<file path="src/rtl/id_ex_pipe_reg_pkg.sv">
// Shared definitions for the ID/EX stage: control-bit positions and bubble masking.
package pipe_pkg;
    localparam int CTRL_W        = 6;
    localparam int CTRL_REGDST   = 5;
    localparam int CTRL_REGWRITE = 4;
    localparam int CTRL_ALUSRC   = 3;
    localparam int CTRL_MEMWRITE = 2;
    localparam int CTRL_MEMREAD  = 1;
    localparam int CTRL_MEMTOREG = 0;

    // ANDed onto control when no instruction is valid: kills regwrite/memwrite/memread
    localparam logic [CTRL_W-1:0] BUBBLE_MASK = 6'b101001;

    function automatic logic [CTRL_W-1:0] mask_bubble(input logic vld, input logic [CTRL_W-1:0] c);
        return vld ? c : (c & BUBBLE_MASK);
    endfunction
endpackage

</file>
<file path="src/rtl/id_ex_pipe_reg_if.sv">
// Decode-to-execute handshake bundle; the stage sits on the slave modport.
interface id_ex_pipe_reg_if
    import pipe_pkg::*;
#(
    parameter int DW = 8,
    parameter int AW = 3,
    parameter int FW = 3
);
    logic              in_valid;
    logic              in_ready;
    logic [3*AW-1:0]   in_addr;
    logic [3*DW-1:0]   in_data;
    logic [FW-1:0]     in_alufn;
    logic [CTRL_W-1:0] in_ctrl;
    logic              out_valid;
    logic              out_ready;
    logic [3*AW-1:0]   out_addr;
    logic [3*DW-1:0]   out_data;
    logic [FW-1:0]     out_alufn;
    logic [CTRL_W-1:0] out_ctrl;

    modport master (
        output in_valid, in_addr, in_data, in_alufn, in_ctrl, out_ready,
        input  in_ready, out_valid, out_addr, out_data, out_alufn, out_ctrl
    );
    modport slave (
        input  in_valid, in_addr, in_data, in_alufn, in_ctrl, out_ready,
        output in_ready, out_valid, out_addr, out_data, out_alufn, out_ctrl
    );
endinterface

</file>
<file path="src/rtl/id_ex_pipe_reg_skid_buf.sv">
// Generic valid/ready register with one skid entry and synchronous flush.
// Latency 1 cycle; in_rdy depends only on registered state (skid empty).
module skid_buf #(
    parameter int W = 8
) (
    input  logic         clk,
    input  logic         rst_n,
    input  logic         flush,
    input  logic         in_vld,
    output logic         in_rdy,
    input  logic [W-1:0] in_dat,
    output logic         out_vld,
    input  logic         out_rdy,
    output logic [W-1:0] out_dat
);
    logic         main_vld_q, main_vld_d;
    logic         skid_vld_q, skid_vld_d;
    logic [W-1:0] main_dat_q, main_dat_d;
    logic [W-1:0] skid_dat_q, skid_dat_d;
    logic         acc, xfer;

    assign in_rdy  = !skid_vld_q;
    assign out_vld = main_vld_q;
    assign out_dat = main_dat_q;
    assign acc     = in_vld && in_rdy;
    assign xfer    = main_vld_q && out_rdy;

    always_comb begin
        main_vld_d = main_vld_q;
        skid_vld_d = skid_vld_q;
        main_dat_d = main_dat_q;
        skid_dat_d = skid_dat_q;
        if (flush) begin
            // payload is left in place; only the valid flags are dropped
            main_vld_d = 1'b0;
            skid_vld_d = 1'b0;
        end else if (xfer) begin
            if (skid_vld_q) begin
                main_dat_d = skid_dat_q;
                main_vld_d = 1'b1;
                skid_vld_d = 1'b0;
            end else if (acc) begin
                main_dat_d = in_dat;
                main_vld_d = 1'b1;
            end else begin
                main_vld_d = 1'b0;
            end
        end else if (acc) begin
            if (!main_vld_q) begin
                main_dat_d = in_dat;
                main_vld_d = 1'b1;
            end else begin
                skid_dat_d = in_dat;
                skid_vld_d = 1'b1;
            end
        end
    end

    always_ff @(posedge clk or negedge rst_n) begin
        if (!rst_n) begin
            main_vld_q <= 1'b0;
            skid_vld_q <= 1'b0;
            main_dat_q <= '0;
            skid_dat_q <= '0;
        end else begin
            main_vld_q <= main_vld_d;
            skid_vld_q <= skid_vld_d;
            main_dat_q <= main_dat_d;
            skid_dat_q <= skid_dat_d;
        end
    end
endmodule

</file>
<file path="src/rtl/id_ex_pipe_reg.sv">
// ID/EX pipeline register: skid-buffered decode->execute handoff with flush and bubble masking.
// Latency 1 cycle; EX back-pressure absorbed by one skid entry, in_ready is registered-only.
module id_ex_pipe_reg
    import pipe_pkg::*;
#(
    parameter int DW = 8,
    parameter int AW = 3,
    parameter int FW = 3,
    parameter int CW = 16
) (
    input  logic          clk1,
    input  logic          rst_n,
    input  logic          flush,
    id_ex_pipe_reg_if.slave p,
    output logic [CW-1:0] stall_cnt
);
    localparam int PW = 3*AW + 3*DW + FW + CTRL_W;

    logic [PW-1:0] in_pay, out_pay;
    logic          out_vld;
    logic [CW-1:0] stall_cnt_q, stall_cnt_d;

    assign in_pay = {p.in_addr, p.in_data, p.in_alufn, p.in_ctrl};

    skid_buf #(.W(PW)) u_skid (
        .clk     (clk1),
        .rst_n   (rst_n),
        .flush   (flush),
        .in_vld  (p.in_valid),
        .in_rdy  (p.in_ready),
        .in_dat  (in_pay),
        .out_vld (out_vld),
        .out_rdy (p.out_ready),
        .out_dat (out_pay)
    );

    assign p.out_valid = out_vld;
    assign p.out_addr  = out_pay[PW-1 -: 3*AW];
    assign p.out_data  = out_pay[FW+CTRL_W +: 3*DW];
    assign p.out_alufn = out_pay[CTRL_W +: FW];
    assign p.out_ctrl  = mask_bubble(out_vld, out_pay[CTRL_W-1:0]);

    always_comb begin
        stall_cnt_d = stall_cnt_q;
        if (out_vld && !p.out_ready && !flush && (stall_cnt_q != {CW{1'b1}}))
            stall_cnt_d = stall_cnt_q + 1'b1;
    end

    always_ff @(posedge clk1 or negedge rst_n) begin
        if (!rst_n) stall_cnt_q <= '0;
        else        stall_cnt_q <= stall_cnt_d;
    end

    assign stall_cnt = stall_cnt_q;
endmodule

</file>
<file path="src/flat_wrapper.sv">
// flat-port wrapper written by rule: the top's interface ports become plain ports
module id_ex_pipe_reg_flat import pipe_pkg::*;
#(
    parameter int DW = 8,
    parameter int AW = 3,
    parameter int FW = 3,
    parameter int CW = 16
)
  (clk1, rst_n, flush, stall_cnt, p_in_valid, p_in_addr, p_in_data, p_in_alufn, p_in_ctrl, p_out_ready, p_in_ready, p_out_valid, p_out_addr, p_out_data, p_out_alufn, p_out_ctrl);
  id_ex_pipe_reg_if #(.DW(DW), .AW(AW), .FW(FW)) p_i ();
  input  logic clk1;
  input  logic rst_n;
  input  logic flush;
  output logic [CW-1:0] stall_cnt;
  input wire logic [$bits(p_i.in_valid)-1:0] p_in_valid;
  input wire logic [$bits(p_i.in_addr)-1:0] p_in_addr;
  input wire logic [$bits(p_i.in_data)-1:0] p_in_data;
  input wire logic [$bits(p_i.in_alufn)-1:0] p_in_alufn;
  input wire logic [$bits(p_i.in_ctrl)-1:0] p_in_ctrl;
  input wire logic [$bits(p_i.out_ready)-1:0] p_out_ready;
  output wire logic [$bits(p_i.in_ready)-1:0] p_in_ready;
  output wire logic [$bits(p_i.out_valid)-1:0] p_out_valid;
  output wire logic [$bits(p_i.out_addr)-1:0] p_out_addr;
  output wire logic [$bits(p_i.out_data)-1:0] p_out_data;
  output wire logic [$bits(p_i.out_alufn)-1:0] p_out_alufn;
  output wire logic [$bits(p_i.out_ctrl)-1:0] p_out_ctrl;
  assign p_i.in_valid = p_in_valid;
  assign p_i.in_addr = p_in_addr;
  assign p_i.in_data = p_in_data;
  assign p_i.in_alufn = p_in_alufn;
  assign p_i.in_ctrl = p_in_ctrl;
  assign p_i.out_ready = p_out_ready;
  assign p_in_ready = p_i.in_ready;
  assign p_out_valid = p_i.out_valid;
  assign p_out_addr = p_i.out_addr;
  assign p_out_data = p_i.out_data;
  assign p_out_alufn = p_i.out_alufn;
  assign p_out_ctrl = p_i.out_ctrl;
  id_ex_pipe_reg #(.DW(DW), .AW(AW), .FW(FW), .CW(CW)) u_core (.clk1(clk1), .rst_n(rst_n), .flush(flush), .p(p_i), .stall_cnt(stall_cnt));
endmodule
</file>
<file path="config.mk">
export PLATFORM = sky130hd
export DESIGN_NAME = id_ex_pipe_reg_flat
export DESIGN_NICKNAME = d
export VERILOG_FILES = /design/src/rtl/id_ex_pipe_reg_pkg.sv /design/src/rtl/id_ex_pipe_reg_if.sv /design/src/rtl/id_ex_pipe_reg_skid_buf.sv /design/src/rtl/id_ex_pipe_reg.sv /design/src/flat_wrapper.sv
export SDC_FILE = /design/constraint.sdc
export NUM_CORES = 1
export LEC_CHECK = 0
export BUFFER_PORTS_ARGS = -buffer_cell sky130_fd_sc_hd__buf_2
export CORE_ASPECT_RATIO = 1.4
export CORE_UTILIZATION = 53
export CTS_CLUSTER_DIAMETER = 150
export DETAILED_ROUTE_END_ITERATION = 6
export GPL_ROUTABILITY_DRIVEN = 0
export PLACE_DENSITY = 0.89
export RECOVER_POWER = 100
export SLEW_MARGIN = 20
export SYNTH_ARGS = -nofsm -noshare
export SYNTH_HDL_FRONTEND = slang
export SYNTH_HIERARCHICAL = 1
export SYNTH_SLANG_ARGS = --single-unit
</file>
<file path="constraint.sdc">
create_clock -name clk1 -period 2.4 [get_ports clk1]
set_input_delay 0.24 -clock clk1 [delete_from_list [all_inputs] [get_ports clk1]]
set_output_delay 0.24 -clock clk1 [all_outputs]
set_load 0.01 [all_outputs]
</file>
==> results_dict.tcl <==
set metrics [dict create \
    dp.final_hpwl_um 6080 \
    swShare_pct 24.7 \
    maxSlewViolCount 0 \
    viasPerCell 5.50 \
    hold_viol 0 \
    ys_top_cells_by_count "mux2_2 (121), dfrtp_1 (102), nand2_1 (8)" \
    rr_worst_depth 4 \
    seqPwrFrac_pct 48.2 \
    synth_fa_ha_area_share_pct 0.271 \
    root_buffer "clkbuf_16" \
    path_clk_slew_ns 0.06 \
    synth_top_area_share_pct 55.3 \
    yosysMostFrequentCell "mux2_2" \
    ys_top_cells_by_area "dfrtp_1 (55%), mux2_2 (30%), buf_6 (0.98%)" \
    p_leak_uw 0.00239 \
    synth_edf_count 0 \
    port-buffer-count 106 \
    coreArea_um2 8300 \
    cts_setup_buffers 0 \
    tightest_slew_ns 1.25 \
    ir_drop_mv 0.618 \
    htreeDepth 3 \
    start_kind "flop" \
    grt_pass1_wl_um 14700 \
    critPathKind "reg2reg" \
    required_ns 2.62 \
    slew_headroom_pct 16.5 \
    clock.fmax_ghz 0.475 \
    grt_max_degree 53 \
    ys_warn_count 6 \
    setup_violations 0 \
    stdcell_count 529 \
    drt_pass1_iterations 4 \
    fillers 652 \
    endpoint_kind "flop" \
    pwr-share-comb_pct 17.0 \
    vias 2910 \
    avgRoutedWirePerCell_um 16.5 \
    synthFlopType "dfrtp_1" \
    fin_tns_setup_ns 0 \
    cp_cell_sequence "or3b_4, nor4_2, nand4_1, mux2_1" \
    layout.nets 471 \
    hold_buffers 1 \
    ff_latch_area_um2 2550 \
    synth_top_family_by_area "multiplexers" \
    power_density_nw_per_um2 877 \
    synth_seq_cells 102 \
    min_path_cells 2 \
    dieHeight_um 112 \
    finalCritPeriodShare_pct 87.8 \
    ant_nets 0 \
    multi_input_area_um2 1940 \
    synth-xor-area-share_pct 1.33 \
    dieArea_um2 9080 \
    holdCritPathClass "in2reg" \
    syn_avg_cell_area_um2 14.8 \
    grt_usage_pct 21.6 \
    p_int_uw 3640 \
    tritoncts "done" \
    crit_slowest_cell "dfrtp_1" \
    netlist.top_cell.by_area "dfrtp_1" \
    synth_compound_area_share_pct 2.52 \
    crit_arrival_ns 2.33 \
    area_growth_pct 19.5 \
    totalWireLength_um 8730 \
    finalClockSkew_ns 0.00488 \
    synth-simple-area-share_pct 6.16 \
    grt_pass1_vias 3097 \
    std_cell_rows 39 \
    synthCells 312 \
    clock_sinks 102 \
    critPathMaxFanout 12 \
    seq_area_frac_synth_pct 55.3 \
    antenna_found_initial 0 \
    totalPowerFinal_uw 4830 \
    hold_ws_ns 0.130 \
    numCtsBuffers 9 \
    outcome "finished clean" \
    yosysUniqueCellTypes 36 \
    place_inst 513 \
    synth_nets 360 \
    diodes 0 \
    async_flop_share_pct 100 \
    p_clk_share_pct 34.8 \
    pin_count 107 \
    drive_above_1_share_pct 46.1 \
    fin_area_um2 5510 \
    synthMuxAreaShare_pct 32.1 \
    die_w_um 80.8 \
    rsz0062_at_grt "no" \
    p_sw_uw 1190 \
    drc 0 \
    cap_violations 0 \
    place_area_um2 5250 \
    clock_latency_ns 0.34 \
    syn_area_um2 4610 \
    grt-ovfl-total 0 \
    post-route-min-period_ns 2.11 \
    cts-resized-gates 0 \
    start_util_pct 55.6 \
    cts_max_path_buffers 2 \
    slowest_delay_ns 0.54 \
    drt_iter0_markers 106 \
]
[critical path: cells and delay by family (launching register included)]
kind / cells / cell delay, ns
simple gates: 3 / 1.12
flops: 1 / 0.54
mux: 1 / 0.33
[kinds of logic after synthesis]
family,count (synthesis)
flip-flops,102
adder cells (fa/ha/maj),1
multiplexers,131
buffers and inverters,14
XOR/XNOR,7
AND/OR/NAND/NOR,42
AO/OA/AOI/OAI,15
[final timing paths]
path | slack, ns | startpoint | to
max in group asynchronous | 0.81 | rst_n | u_core/u_skid/skid_dat_q[33]
min reg2reg | 0.49 | u_core/u_skid/skid_dat_q[6] | u_core/u_skid/skid_dat_q[6]
min | 0.13 | p_in_alufn[1] | u_core/u_skid/skid_dat_q[7]
max reg2reg | 0.29 | u_core/u_skid/out_vld | u_core/stall_cnt[15]
max | 0.29 | u_core/u_skid/out_vld | u_core/stall_cnt[15]
min in group asynchronous | 0.72 | rst_n | u_core/u_skid/skid_dat_q[11]
[per-stage QoR]
step	util, %	worst slack, ns
floorplan	-	0.480
finish	66.4	0.293
global route	66.4	0.188
detailed placement	63.3	0.427
global placement	63.3	0.458
CTS	67.7	0.421
[flip-flops by register name (all words and copies together) (netlist names)]
signal	count
u_core/stall_cnt	16
u_core/u_skid/out_dat	42
u_core/u_skid/out_vld	1
u_core/u_skid/skid_dat_q	42
u_core/u_skid/skid_vld_q	1
[cells in the final DEF, fill, tap and decap left out, types with 2 or more instances in the layout]
cell type / n
nand3_1: 7
a31oi_1: 2
o21a_1: 2
and3_1: 2
a21oi_1: 4
mux2_1: 6
bufinv_16: 3
xnor2_1: 4
clkbuf_16: 9
clkbuf_8: 3
mux2i_1: 3
and4_1: 4
nand4_1: 6
and2_2: 3
a41oi_1: 2
inv_1: 2
buf_2: 45
clkbuf_1: 61
nor2_1: 2
buf_12: 2
and3_2: 2
dfrtp_1: 102
mux2_2: 121
xor2_1: 3
nand2_1: 8
[power groups by stage]
stage / combinational, uW / sequential, uW / clock, uW
after floorplan: 470 / 2390 / 0
after global placement: 852 / 2320 / 0
after detailed placement: 889 / 2360 / 0
after CTS: 893 / 2330 / 1720
after global routing: 902 / 2380 / 1800
final: 820 / 2330 / 1680
[final cells by class]
| class | instances | area share [%] |
|---|---|---|
| flip-flops and latches | 102 | 46.3 |
| clock inverters | 3 | 1.64 |
| clock buffers | 12 | 4.84 |
| inverters | 2 | 0.136 |
| well taps | 102 | 2.32 |
| repair buffers | 112 | 9.52 |
| multi-input cells | 196 | 35.2 |
[routing by layer]
layer	GRT usage [%]	share of wire, %	up-vias
li1	-	-	1362
met3	5.45	4.1	12
met5	0	0	-
met1	25.2	40	1462
met2	37.5	54	74
met4	7.74	1.7	0
(Power assumes the default switching activity.)
